`config.mk`:
```
export PLATFORM = sky130hd
export DESIGN_NAME = mult60_limb_seq
export DESIGN_NICKNAME = d
export VERILOG_FILES = /design/src/rtl/mult60_limb_seq.sv
export SDC_FILE = /design/constraint.sdc
export NUM_CORES = 1
export LEC_CHECK = 0
export CORE_UTILIZATION = 57
export DETAILED_ROUTE_END_ITERATION = 10
export MAX_ROUTING_LAYER = met4
export PLACE_DENSITY = 0.9
export SETUP_SLACK_MARGIN = 0.3
export SYNTH_ARGS = -nofsm -noshare
export SYNTH_HDL_FRONTEND = slang
export SYNTH_SLANG_ARGS = --single-unit
```
`constraint.sdc`:
```
create_clock -name clk -period 8.6 [get_ports clk]
set_input_delay 1.72 -clock clk [delete_from_list [all_inputs] [get_ports clk]]
set_output_delay 1.72 -clock clk [all_outputs]
set_load 0.01 [all_outputs]
```
`src/rtl/mult60_limb_seq.sv`:
```
// Limb sequencer for a wide multiply: splits a/b into LIMB_W limbs, streams the
// limb pairs to an external fixed-latency multiplier and shift-accumulates the products.
module mult60_limb_seq #(
  parameter int LIMB_W   = 30,
  parameter int N_LIMBS  = 2,
  parameter int MULT_LAT = 1
) (
  input  logic                          clk,
  input  logic                          rst,
  input  logic                          in_valid,
  output logic                          in_ready,
  input  logic [N_LIMBS*LIMB_W-1:0]     a,
  input  logic [N_LIMBS*LIMB_W-1:0]     b,
  output logic [LIMB_W-1:0]             mul_a,
  output logic [LIMB_W-1:0]             mul_b,
  input  logic [2*LIMB_W-1:0]           mul_p,
  output logic                          out_valid,
  input  logic                          out_ready,
  output logic [2*N_LIMBS*LIMB_W-1:0]   p
);
  localparam int OW = N_LIMBS*LIMB_W;
  localparam int PW = 2*OW;
  localparam int CW = $clog2(N_LIMBS+1);
  localparam int SW = $clog2(2*N_LIMBS);

  typedef enum logic [1:0] {IDLE, ISSUE, DRAIN, DONE} state_t;

  state_t                   state;
  logic [OW-1:0]            oa, ob;
  logic [PW-1:0]            acc, acc_nxt, term;
  logic [CW-1:0]            i, j, ni, nj;
  logic                     last;
  // Stage 0 tags the pair being issued this cycle; stage MULT_LAT lines up with mul_p.
  logic [MULT_LAT:0]          vld_pipe;
  logic [MULT_LAT:0][SW-1:0]  sh_pipe;

  always_comb begin
    last = (i == CW'(N_LIMBS-1)) && (j == CW'(N_LIMBS-1));
    if (j == CW'(N_LIMBS-1)) begin
      nj = '0;
      ni = i + CW'(1);
    end else begin
      nj = j + CW'(1);
      ni = i;
    end
    term    = PW'(mul_p) << (LIMB_W * sh_pipe[MULT_LAT]);
    acc_nxt = vld_pipe[MULT_LAT] ? acc + term : acc;
  end

  always_ff @(posedge clk) begin
    if (rst) begin
      state     <= IDLE;
      in_ready  <= 1'b1;
      out_valid <= 1'b0;
      p         <= '0;
      mul_a     <= '0;
      mul_b     <= '0;
      acc       <= '0;
      oa        <= '0;
      ob        <= '0;
      i         <= '0;
      j         <= '0;
      vld_pipe  <= '0;
      sh_pipe   <= '0;
    end else begin
      vld_pipe[MULT_LAT:1] <= vld_pipe[MULT_LAT-1:0];
      sh_pipe[MULT_LAT:1]  <= sh_pipe[MULT_LAT-1:0];
      vld_pipe[0] <= 1'b0;
      sh_pipe[0]  <= '0;
      mul_a       <= '0;
      mul_b       <= '0;
      acc         <= acc_nxt;
      case (state)
        IDLE: if (in_valid) begin
          oa          <= a;
          ob          <= b;
          acc         <= '0;
          i           <= '0;
          j           <= '0;
          mul_a       <= a[LIMB_W-1:0];
          mul_b       <= b[LIMB_W-1:0];
          vld_pipe[0] <= 1'b1;
          in_ready    <= 1'b0;
          state       <= ISSUE;
        end
        ISSUE: if (last) begin
          state <= DRAIN;
        end else begin
          i           <= ni;
          j           <= nj;
          mul_a       <= oa[ni*LIMB_W +: LIMB_W];
          mul_b       <= ob[nj*LIMB_W +: LIMB_W];
          vld_pipe[0] <= 1'b1;
          sh_pipe[0]  <= SW'(ni) + SW'(nj);
        end
        // Stage 0 is empty here, so this fires on the edge absorbing the final product.
        DRAIN: if (vld_pipe[MULT_LAT] && (vld_pipe[MULT_LAT-1:0] == '0)) begin
          p         <= acc_nxt;
          out_valid <= 1'b1;
          state     <= DONE;
        end
        DONE: if (out_ready) begin
          out_valid <= 1'b0;
          in_ready  <= 1'b1;
          state     <= IDLE;
        end
        default: state <= IDLE;
      endcase
    end
  end
endmodule

```
After elaboration in Yosys (flattened, before gate mapping)
Cells that the tools add are included.
{ "op_classes": {"addsub": 4, "mul": 3, "eq_ne": 10, "n_shift": 3, "n_mux": 30, "bitwise_logic": 2, "n_reduce_logical": 13} }
{ "op_table": {"columns": ["op", "n"], "rows": [
  ["$mux 120", 3],
  ["$add 120x120->120", 1],
  ["$mux 30", 4],
  ["$pmux 30 s2", 2],
  ["$shiftx 60x8->30", 2],
  ["$shl 60x7->120", 1],
  ["$mux 2", 9],
  ["$mul 2x4->6 const B", 2],
  ["$ne 2x2->1 const B", 5],
  ["$reduce_and 3->1", 3],
  ["$pmux 2 s2", 2],
  ["$pmux 2 s4", 1],
  ["$eq 2x1->1 const B", 3],
  ["$mul 4x2->6 const A", 1],
  ["$mux 1", 6],
  ["$pmux 1 s2", 3],
  ["$reduce_bool 2->1", 3],
  ["$add 2x1->2 const B", 2],
  ["$eq 2x2->1 const B", 2],
  ["$reduce_and 2->1", 2],
  ["$reduce_and 4->1", 1],
  ["$reduce_or 3->1", 1],
  ["$add 2x2->2", 1],
  ["$logic_and 1x1->1", 2],
  ["2 further kinds", 3]
]} }
{ "totals": {"ff_bits": 434, "out_inout_bits": 182} }

Longest topological paths before layout
Gate-level depths: netlist of the first run.
{ "depth": {"depth_word": 6, "mapped_depth": 28, "ltp_nobuf": 21} }

Worst setup path after synthesis of the first run
Ideal clock, no wire load.
{ "synth_timing": {"kind": "register -> register", "from": "register sh_pipe[2] in the netlist's numbering", "to": "register p[101]", "setup_ns": 0.120, "arrival_ns": 6.307, "path_slack_ns": 2.173, "stages_incl_launch_ff": 24, "synth_period_minus_slack_ns": 6.427, "path_cell_list": "dfxtp_1 buf_2 buf_1 inv_1 clkbuf_1 ha_1 clkbuf_1 clkbuf_1 buf_1 mux4_2 mux2i_1 a21oi_1 nor2b_1 ha_1 nand2_1 or3_1 or4_1 a21oi_1 o31a_2 o2111ai_2 a211oi_4 o211ai_1 and4_1 o31a_1"} }
{ "synth_between": {"elab_chain_cells": 4} }
{ "synth_lines": {"columns": ["item", "line_no", "rtl"], "rows": [
  ["start: declaration", "35", "logic [MULT_LAT:0][SW-1:0] sh_pipe;"],
  ["start signal: indexed assignment", "67", "sh_pipe[MULT_LAT:1] <= sh_pipe[MULT_LAT-1:0];"],
  ["$mul 4x2->6", "46", "term = PW'(mul_p) << (LIMB_W * sh_pipe[MULT_LAT]);"],
  ["$shl 60x7->120", "46", null],
  ["$add 120x120->120", "47", "acc_nxt = vld_pipe[MULT_LAT] ? acc + term : acc;"],
  ["$mux 120", "47", null],
  ["end signal: assignment", "98", "p <= acc_nxt;"],
  ["end: declaration", "19", "output logic [2*N_LIMBS*LIMB_W-1:0] p"]
]} }
No other way between the ends.
A chain may end at the register's enable or synchronous reset.

Worst setup path in the final report of the first run
Ends and elaborated chain as after synthesis.

==> qor.csv, run 1 <==
stage;metric;value;unit
hold_path;Hold WC Path Type;reg -> reg;
finish;layout cells sized above 1;6.165;%
yosys;Synth async-reset ratio;0;%
yosys;yosys warns;0;
yosys;Yosys reg bits;434;
setup_path;endpoint class of the critical path;flop;
yosys;Post-Syn Area;27920;sq um
placement;Detailed Place HPWL;86090;um
setup_path;worst-path maximum fanout;77;
clocking;post-cts sizing count;0;
power;clock power share;29.1;%
yosys;EDFF count, synth;0;
detailed_routing;First DRT Iteration DRCs;3900;
global_route;M1 GR Usage;56.76;%
timing;relative slew slack;19.98;%
global_route;routing usage on met2;70.07;%
power;Pleak;12.30;nW
setup_path;CP startpoint;sh_pipe[2]$_SDFF_PP0_;
global_route;gr busiest metal;met2;
timing;Setup Total Neg Slack;0;ps
setup_path;Worst R2R Path Depth;18;
setup_path;CP endpoint;p[101]$_SDFFE_PP0P_;
clocking;post-CTS setup repair buffer count;0;
yosys;adder-cell area share of the yosys netlist;5.808;%
yosys;sequential fraction of the synthesis area;31.12;%
detailed_routing;WL final;115500;um
power;Total Power;7.104;mW
global_route;initial antenna violation count;7;
power;pwr dens;213.7;nW/um^2
power;Internal;4.295;mW
timing;Hold Fails Final Rpt;0;
placement;Setup WS pre-CTS;1354;ps
floorplanning;CORE AREA;48050;sq um
timing;slew of the pin with the lowest slew margin;1200;ps
floorplanning;die width;223.3;um
global_route;largest net degree at the start of global routing;124;
floorplanning;Starting Density;58.11;%
yosys;count of different cell masters after synthesis;78;
timing;Worst Setup Slack, final;1734;ps
clocking;CTS tree;yes;
setup_path;worst endpoint required time;9100;ps
timing;Final min period;6866;ps
timing;max-slew violation count;0;
setup_path;r2r setup slk;1730;ps
detailed_routing;DR DRC count;0;
yosys;Mean Syn Cell Area;7.512;sq um
floorplanning;I/O pins;366;
power;combinational fraction of design power;37.6;%
clocking;Longest Clk Path Bufs;3;
power;Flop pwr share;33.2;%
clocking;cts hold-fix bufs;0;
placement;number of I/O port buffers;365;
setup_path;R2R Path Start;sh_pipe[2]$_SDFF_PP0_;
clocking;clk sinks;434;
detailed_routing;Avg WL per Cell;25.49;um
floorplanning;Cell Rows;80;
setup_path;Worst EP arrival;7370;ps
yosys;mux cell area share after synthesis;8.295;%
timing;RSZ-0062 raised after global routing;no;
floorplanning;chip height;223.3;um
yosys;area share of and/or/nand/nor cells after synthesis;22.81;%
yosys;syn_nets;4030;
clocking;CTS Buf Count;44;
global_route;Total GRT Usage;45.97;%
detailed_routing;drt pass-1 iters;6;
timing;worst hold margin;437.6;ps
yosys;largest family of logic cells by synthesized area;compound AO/OA/AOI/OAI gates;
detailed_routing;post-route ant nets;0;
run_status;outcome;completed;
clocking;Clock Latency Late Sink;620;ps
global_route;first-pass GRT wire length;170500;um
hold_path;Hold Startpoint;sh_pipe[1]$_SDFF_PP0_;
floorplanning;die area;49870;sq um
clocking;Clock transition at path regs;70;ps
timing;ratio of final minimum period to clock period;79.84;%
yosys;xor-xnor portion of the synthesized cell area;2.792;%
global_route;GRT met3 Usage;9.957;%
finish;Core Util, Final;69.18;%
setup_path;Crit Reg-Reg Endpoint;p[101]$_SDFFE_PP0P_;
placement;GP Congestion;1.103;
detailed_routing;via count;30254;
timing;skew final;25.10;ps
timing;maximum clock frequency;0.1456;GHz
detailed_routing;routed vias/inst;6.676;
power;Max IR drop VDD;0.2111;mV
clocking;clock root cell;clkbuf_16;
power;Sw Ratio;39.55;%
finish;Final #Nets;4190;
global_route;vias in the first global route;28114;
timing;setup violators final;0;
setup_path;CP Class;reg -> reg;
power;Net Switching;2.810;mW
hold_path;hold path cells;1;
yosys;Mapped Cells;3717;
finish;synthesis-to-finish area growth;19.05;%
clocking;H-tree Lvls;2;
yosys;ys flop type;dfxtp_1;
job;Max-Cap Viols;0;
yosys;Synth Area in Compound Gates;24.58;%
global_route;gr ovfl total;0;
setup_path;crit start category;flop;
==> how the worst min path moves through the flow <==
stage	endpoint	slack [ps]
2_1_floorplan	sh_pipe[2]$_SDFF_PP0_	410
3_3_place_gp	sh_pipe[2]$_SDFF_PP0_	420
3_5_place_dp	sh_pipe[3]$_SDFF_PP0_	420
4_1_cts	sh_pipe[3]$_SDFF_PP0_	440
5_1_grt	sh_pipe[3]$_SDFF_PP0_	460
6_report	sh_pipe[3]$_SDFF_PP0_	440
==> Yosys cell counts, types with 17 or more instances <==
cell type / instances / area (sq um)
a211oi_1: 63 / 473.0
a21o_1: 78 / 585.6
a21oi_1: 468 / 2342
a22o_1: 25 / 219.0
a22oi_1: 22 / 165.2
a31oi_1: 32 / 200.2
and2_1: 19 / 118.9
buf_1: 31 / 116.4
clkbuf_1: 252 / 945.9
dfxtp_1: 434 / 8688
ha_1: 128 / 1602
inv_1: 47 / 176.4
mux2_2: 43 / 484.2
mux2i_1: 111 / 1111
mux4_2: 32 / 720.7
nand2_1: 705 / 2646
nand3_1: 116 / 580.6
nand4_1: 83 / 519.3
nor2_1: 276 / 1036
nor2b_1: 47 / 294.0
nor3_1: 48 / 240.2
o211ai_1: 17 / 127.6
o21a_1: 31 / 232.7
o21ai_0: 159 / 795.8
o21bai_1: 35 / 262.8
o22ai_1: 50 / 312.8
o31ai_1: 18 / 135.1
or3_1: 38 / 237.7
xnor2_1: 48 / 420.4
xor2_1: 41 / 359.1
==> placed cells by master, fill, tap and decap left out, types with 38 or more instances in the layout <==
master	n
or3_1	38
nand2_1	703
clkdlybuf4s50_1	364
xnor2_1	47
nor3_1	48
mux2i_1	111
clkbuf_16	44
nand3_1	116
inv_1	46
nor2_1	274
a21oi_1	467
a21o_1	78
mux2_2	43
o22ai_1	50
xor2_1	40
nand4_1	83
dfxtp_1	432
buf_4	38
o21ai_0	159
a211oi_1	63
nor2b_1	47
ha_1	124
==> metal layers <==
layer / vias up / wire, um
li1: 13667 / -
met1: 14303 / 44980
met2: 1901 / 50960
met3: 383 / 12360
met4: 0 / 7214
met5: - / 0
==> layout make-up <==
cell class                 count  area, sq um
antenna                        8        20.02
clock buffer                  59         1277
clock inverter                19        272.8
fill                        3762        14810
inverter                      50        187.7
multi-input combinational   2943        18060
sequential                   434         8696
tap                          615        769.5
timing repair buffer         404         3960
==> power groups by stage <==
stage | clock (mW) | combinational, mW | sequential [mW]
after global placement | 0 | 2.53 | 2.38
after detailed placement | 0 | 2.55 | 2.39
after CTS | 2.07 | 2.59 | 2.35
after floorplan | 0 | 1.64 | 2.38
final | 2.07 | 2.67 | 2.36
after global routing | 2.14 | 2.82 | 2.38
==> worst max-delay path, stage by stage, from the launching register on <==
cell and delay [ps]:
dfxtp_4 360, inv_1 40, buf_4 230, ha_4 960
mux2_2 440, o21ai_0 310, a2bb2oi_1 580, nor2_1 110
ha_1 460, nand4_1 150, or3_1 440, or4_1 530
a21oi_1 290, o31a_2 280, o2111ai_2 240, a211oi_4 560
o211ai_1 240, and4_1 240, o31a_1 280
==> flip-flops by register name, summed over array words and instances, names as in the netlist <==
| register | flops |
|---|---|
| in_ready | 1 |
| oa | 60 |
| ob | 60 |
| vld_pipe | 2 |
| mul_b | 30 |
| i | 2 |
| acc | 120 |
| mul_a | 30 |
| sh_pipe | 4 |
| p | 120 |
| state | 2 |
| out_valid | 1 |
| j | 2 |
==> logic make-up (layout without fill, tap and decap cells) <==
group	count (synthesis)	in the layout
AOI/OAI and AO/OA	1109	1109
xor gates and xnor gates	89	89
other	0	8
muxes	186	186
DFF	434	434
adders and majority gates	129	129
and+or+nand+nor	1430	1430
buffers and inverters	340	532
==> through the flow <==
stage | cell area (sq um) | std cells
after floorplan | 27920 | 3717
after global placement | 31670 | 4446
after detailed placement | 31670 | 4446
after CTS | 33220 | 4524
after global routing | 33240 | 4531
final | 33240 | 4532
No activity file was read; power rests on OpenSTA's default activity.
==> run 2, diff against run 1 <==
==> constraint.sdc (replaced) <==
create_clock -name clk -period 6.79 [get_ports clk]
set_input_delay 1.358 -clock clk [delete_from_list [all_inputs] [get_ports clk]]
set_output_delay 1.358 -clock clk [all_outputs]
set_load 0.01 [all_outputs]
==> run 2 against run 1 <==
Net effect: fmax up 10%; non-clock buffer count grew 82; total power increased by 28%; critical path depth increased by 4; clock-buffer cell count decreased by 1; sequential power increased by 27%; sequential share of layout area decreased by 0.54 points; clock skew is 13 ps higher; highest routed layer unchanged.
==> qor.csv, run 2 (synthesis results as in run 1) <==
stage;metric;value;unit;change
detailed_routing;drt pass-1 iters;8;;+2
global_route;gr ovfl total;0;;unchanged
power;Total Power;9.110;mW;+28%
power;Internal;5.504;mW;+28%
floorplanning;Cell Rows;80;;unchanged
power;Max IR drop VDD;0.2827;mV;+34%
detailed_routing;First DRT Iteration DRCs;3758;;-3.6%
power;pwr dens;268.5;nW/um^2;+26%
finish;commonest non-fill, non-tap cell in the layout;nand2_1;;
floorplanning;die width;223.3;um;unchanged
timing;worst hold margin;442.2;ps;+4.608 ps
global_route;largest net degree at the start of global routing;97;;-22%
placement;number of I/O port buffers;365;;unchanged
finish;synthesis-to-finish area growth;21.54;%;
clocking;CTS Buf Count;45;;+2.3%
setup_path;CP Class;reg -> reg;;
floorplanning;chip height;223.3;um;unchanged
global_route;first-pass GRT wire length;170500;um;about the same
timing;ratio of final minimum period to clock period;91.79;%;+12 points
global_route;initial antenna violation count;13;;+6
timing;Final min period;6233;ps;-633.2 ps
clocking;cts hold-fix bufs;0;;unchanged
timing;Hold Fails Final Rpt;0;;unchanged
detailed_routing;via count;30377;;+0.41%
global_route;Total GRT Usage;45.83;%;-0.14 points
clocking;clk sinks;434;;unchanged
detailed_routing;DR DRC count;0;;unchanged
clocking;Clock transition at path regs;60;ps;about the same
detailed_routing;WL final;114400;um;-1.0%
power;Sw Ratio;39.58;%;about the same
clocking;Clock Latency Late Sink;630;ps;about the same
detailed_routing;post-route ant nets;0;;unchanged
power;Net Switching;3.606;mW;+28%
finish;most frequent cells in the layout;nand2_1 (703), a21oi_1 (467), dfxtp_1 (432);;
power;clock power share;29.5;%;+0.4 points
clocking;clock root cell;clkbuf_16;;
finish;largest registers;acc: 120 flops, p: 120 flops;;
timing;max-slew violation count;0;;unchanged
clocking;H-tree Lvls;2;;unchanged
placement;dpl cell area;32310;sq um;+2.0%
detailed_routing;met3 routed WL;13020;um;+5.3%
clocking;Longest Clk Path Bufs;3;;unchanged
clocking;post-cts sizing count;0;;unchanged
finish;post-route cell area;33940;sq um;+2.1%
timing;setup violators final;0;;unchanged
detailed_routing;wl on met1;43960;um;-2.3%
floorplanning;Starting Density;58.11;%;unchanged
power;Pleak;12.73;nW;+3.5%
global_route;vias in the first global route;28150;;+0.13%
power;Flop pwr share;32.8;%;-0.4 points
hold_path;Hold WC Path Type;reg -> reg;;
finish;Final #Nets;4273;;+2.0%
setup_path;endpoint class of the critical path;flop;;
setup_path;R2R Path Start;sh_pipe[2]$_SDFF_PP0_;;
run_status;outcome;completed;;
placement;Detailed Place HPWL;85900;um;-0.23%
detailed_routing;WL met2;50440;um;-1.0%
power;combinational fraction of design power;37.6;%;about the same
setup_path;CP startpoint;sh_pipe[2]$_SDFF_PP0_;;
clocking;CTS tree;yes;;
setup_path;worst endpoint required time;7280;ps;-1820 ps
setup_path;Worst EP arrival;6730;ps;-640 ps
timing;Setup Total Neg Slack;0;ps;unchanged
job;Max-Cap Viols;0;;unchanged
floorplanning;CORE AREA;48050;sq um;unchanged
hold_path;Hold Startpoint;sh_pipe[0]$_SDFF_PP0_;;
detailed_routing;routed vias/inst;6.568;;-1.6%
detailed_routing;top sig layer;met4;;
finish;layout cells sized above 1;8.206;%;+2.0 points
placement;GP Congestion;1.095;;-0.73%
floorplanning;die area;49870;sq um;unchanged
setup_path;crit start category;flop;;
detailed_routing;Avg WL per Cell;24.73;um;-3.0%
floorplanning;I/O pins;366;;unchanged
setup_path;r2r setup slk;560;ps;-1180 ps
timing;RSZ-0062 raised after global routing;no;;
timing;relative slew slack;20.93;%;+0.96 points
timing;skew final;37.91;ps;+12.81 ps
timing;slew of the pin with the lowest slew margin;1186;ps;-14.35 ps
setup_path;worst-path maximum fanout;28;;-64%
clocking;post-CTS setup repair buffer count;0;;unchanged
timing;maximum clock frequency;0.1604;GHz;+10%
[run 2: metal layers]
layer | vias to the layer above | GRT usage [%]
li1 | 13855 | -
met1 | 14231 | 55.44
met2 | 1868 | 69.84
met3 | 423 | 11.96
met4 | 0 | 24.39
met5 | - | -
[run 2: area by class of cell]
type	instances	area [sq um]
Timing Repair Buffer	486	4588
Antenna cell	13	32.53
Multi-Input combinational cell	2943	18070
Inverter	50	187.7
Clock inverter	26	329.1
Sequential cell	434	8696
Fill cell	3818	14110
Tap cell	615	769.5
Clock buffer	58	1265
[run 2: worst paths after layout]
path | cells after the start | endpoint
setup / recovery | 22 | acc[116]$_SDFF_PP0_
hold / removal | 1 | sh_pipe[2]$_SDFF_PP0_
setup reg to reg | 22 | acc[116]$_SDFF_PP0_
hold reg to reg | 1 | sh_pipe[2]$_SDFF_PP0_
[run 2: metrics by stage]
step	utilization, %	std cells	setup slack [ps]
6_report	70.63	4625	557.3
5_1_grt	70.63	4625	340.5
4_1_cts	70.56	4612	649.5
3_5_place_dp	67.24	4528	238.6
3_3_place_gp	67.24	4528	333.5
2_1_floorplan	-	3717	363.0
[run 2: critical path, cell delays in order, from the launching register on]
cell and delay [ps]:
dfxtp_4 340, inv_1 100, buf_4 310, ha_2 650
clkinv_1 200, nor2_1 290, and3_1 320, nand2_1 140
nor2_1 160, ha_1 270, fa_1 240, a21oi_1 110
o211a_1 280, or3_1 440, a211o_1 420, a21oi_2 190
nor3_2 70, buf_12 170, a2111o_1 560, a2111oi_2 460
buf_4 190, or3_1 100, nand3_1 80
[run 2: power by group through the flow]
stage	Clock (mW)	Combinational (mW)	Sequential, mW
2_1_floorplan	0	2.08	3.02
3_5_place_dp	0	3.29	3.04
3_3_place_gp	0	3.26	3.02
4_1_cts	2.69	3.32	2.98
6_report	2.69	3.43	2.99
5_1_grt	2.79	3.63	3.01
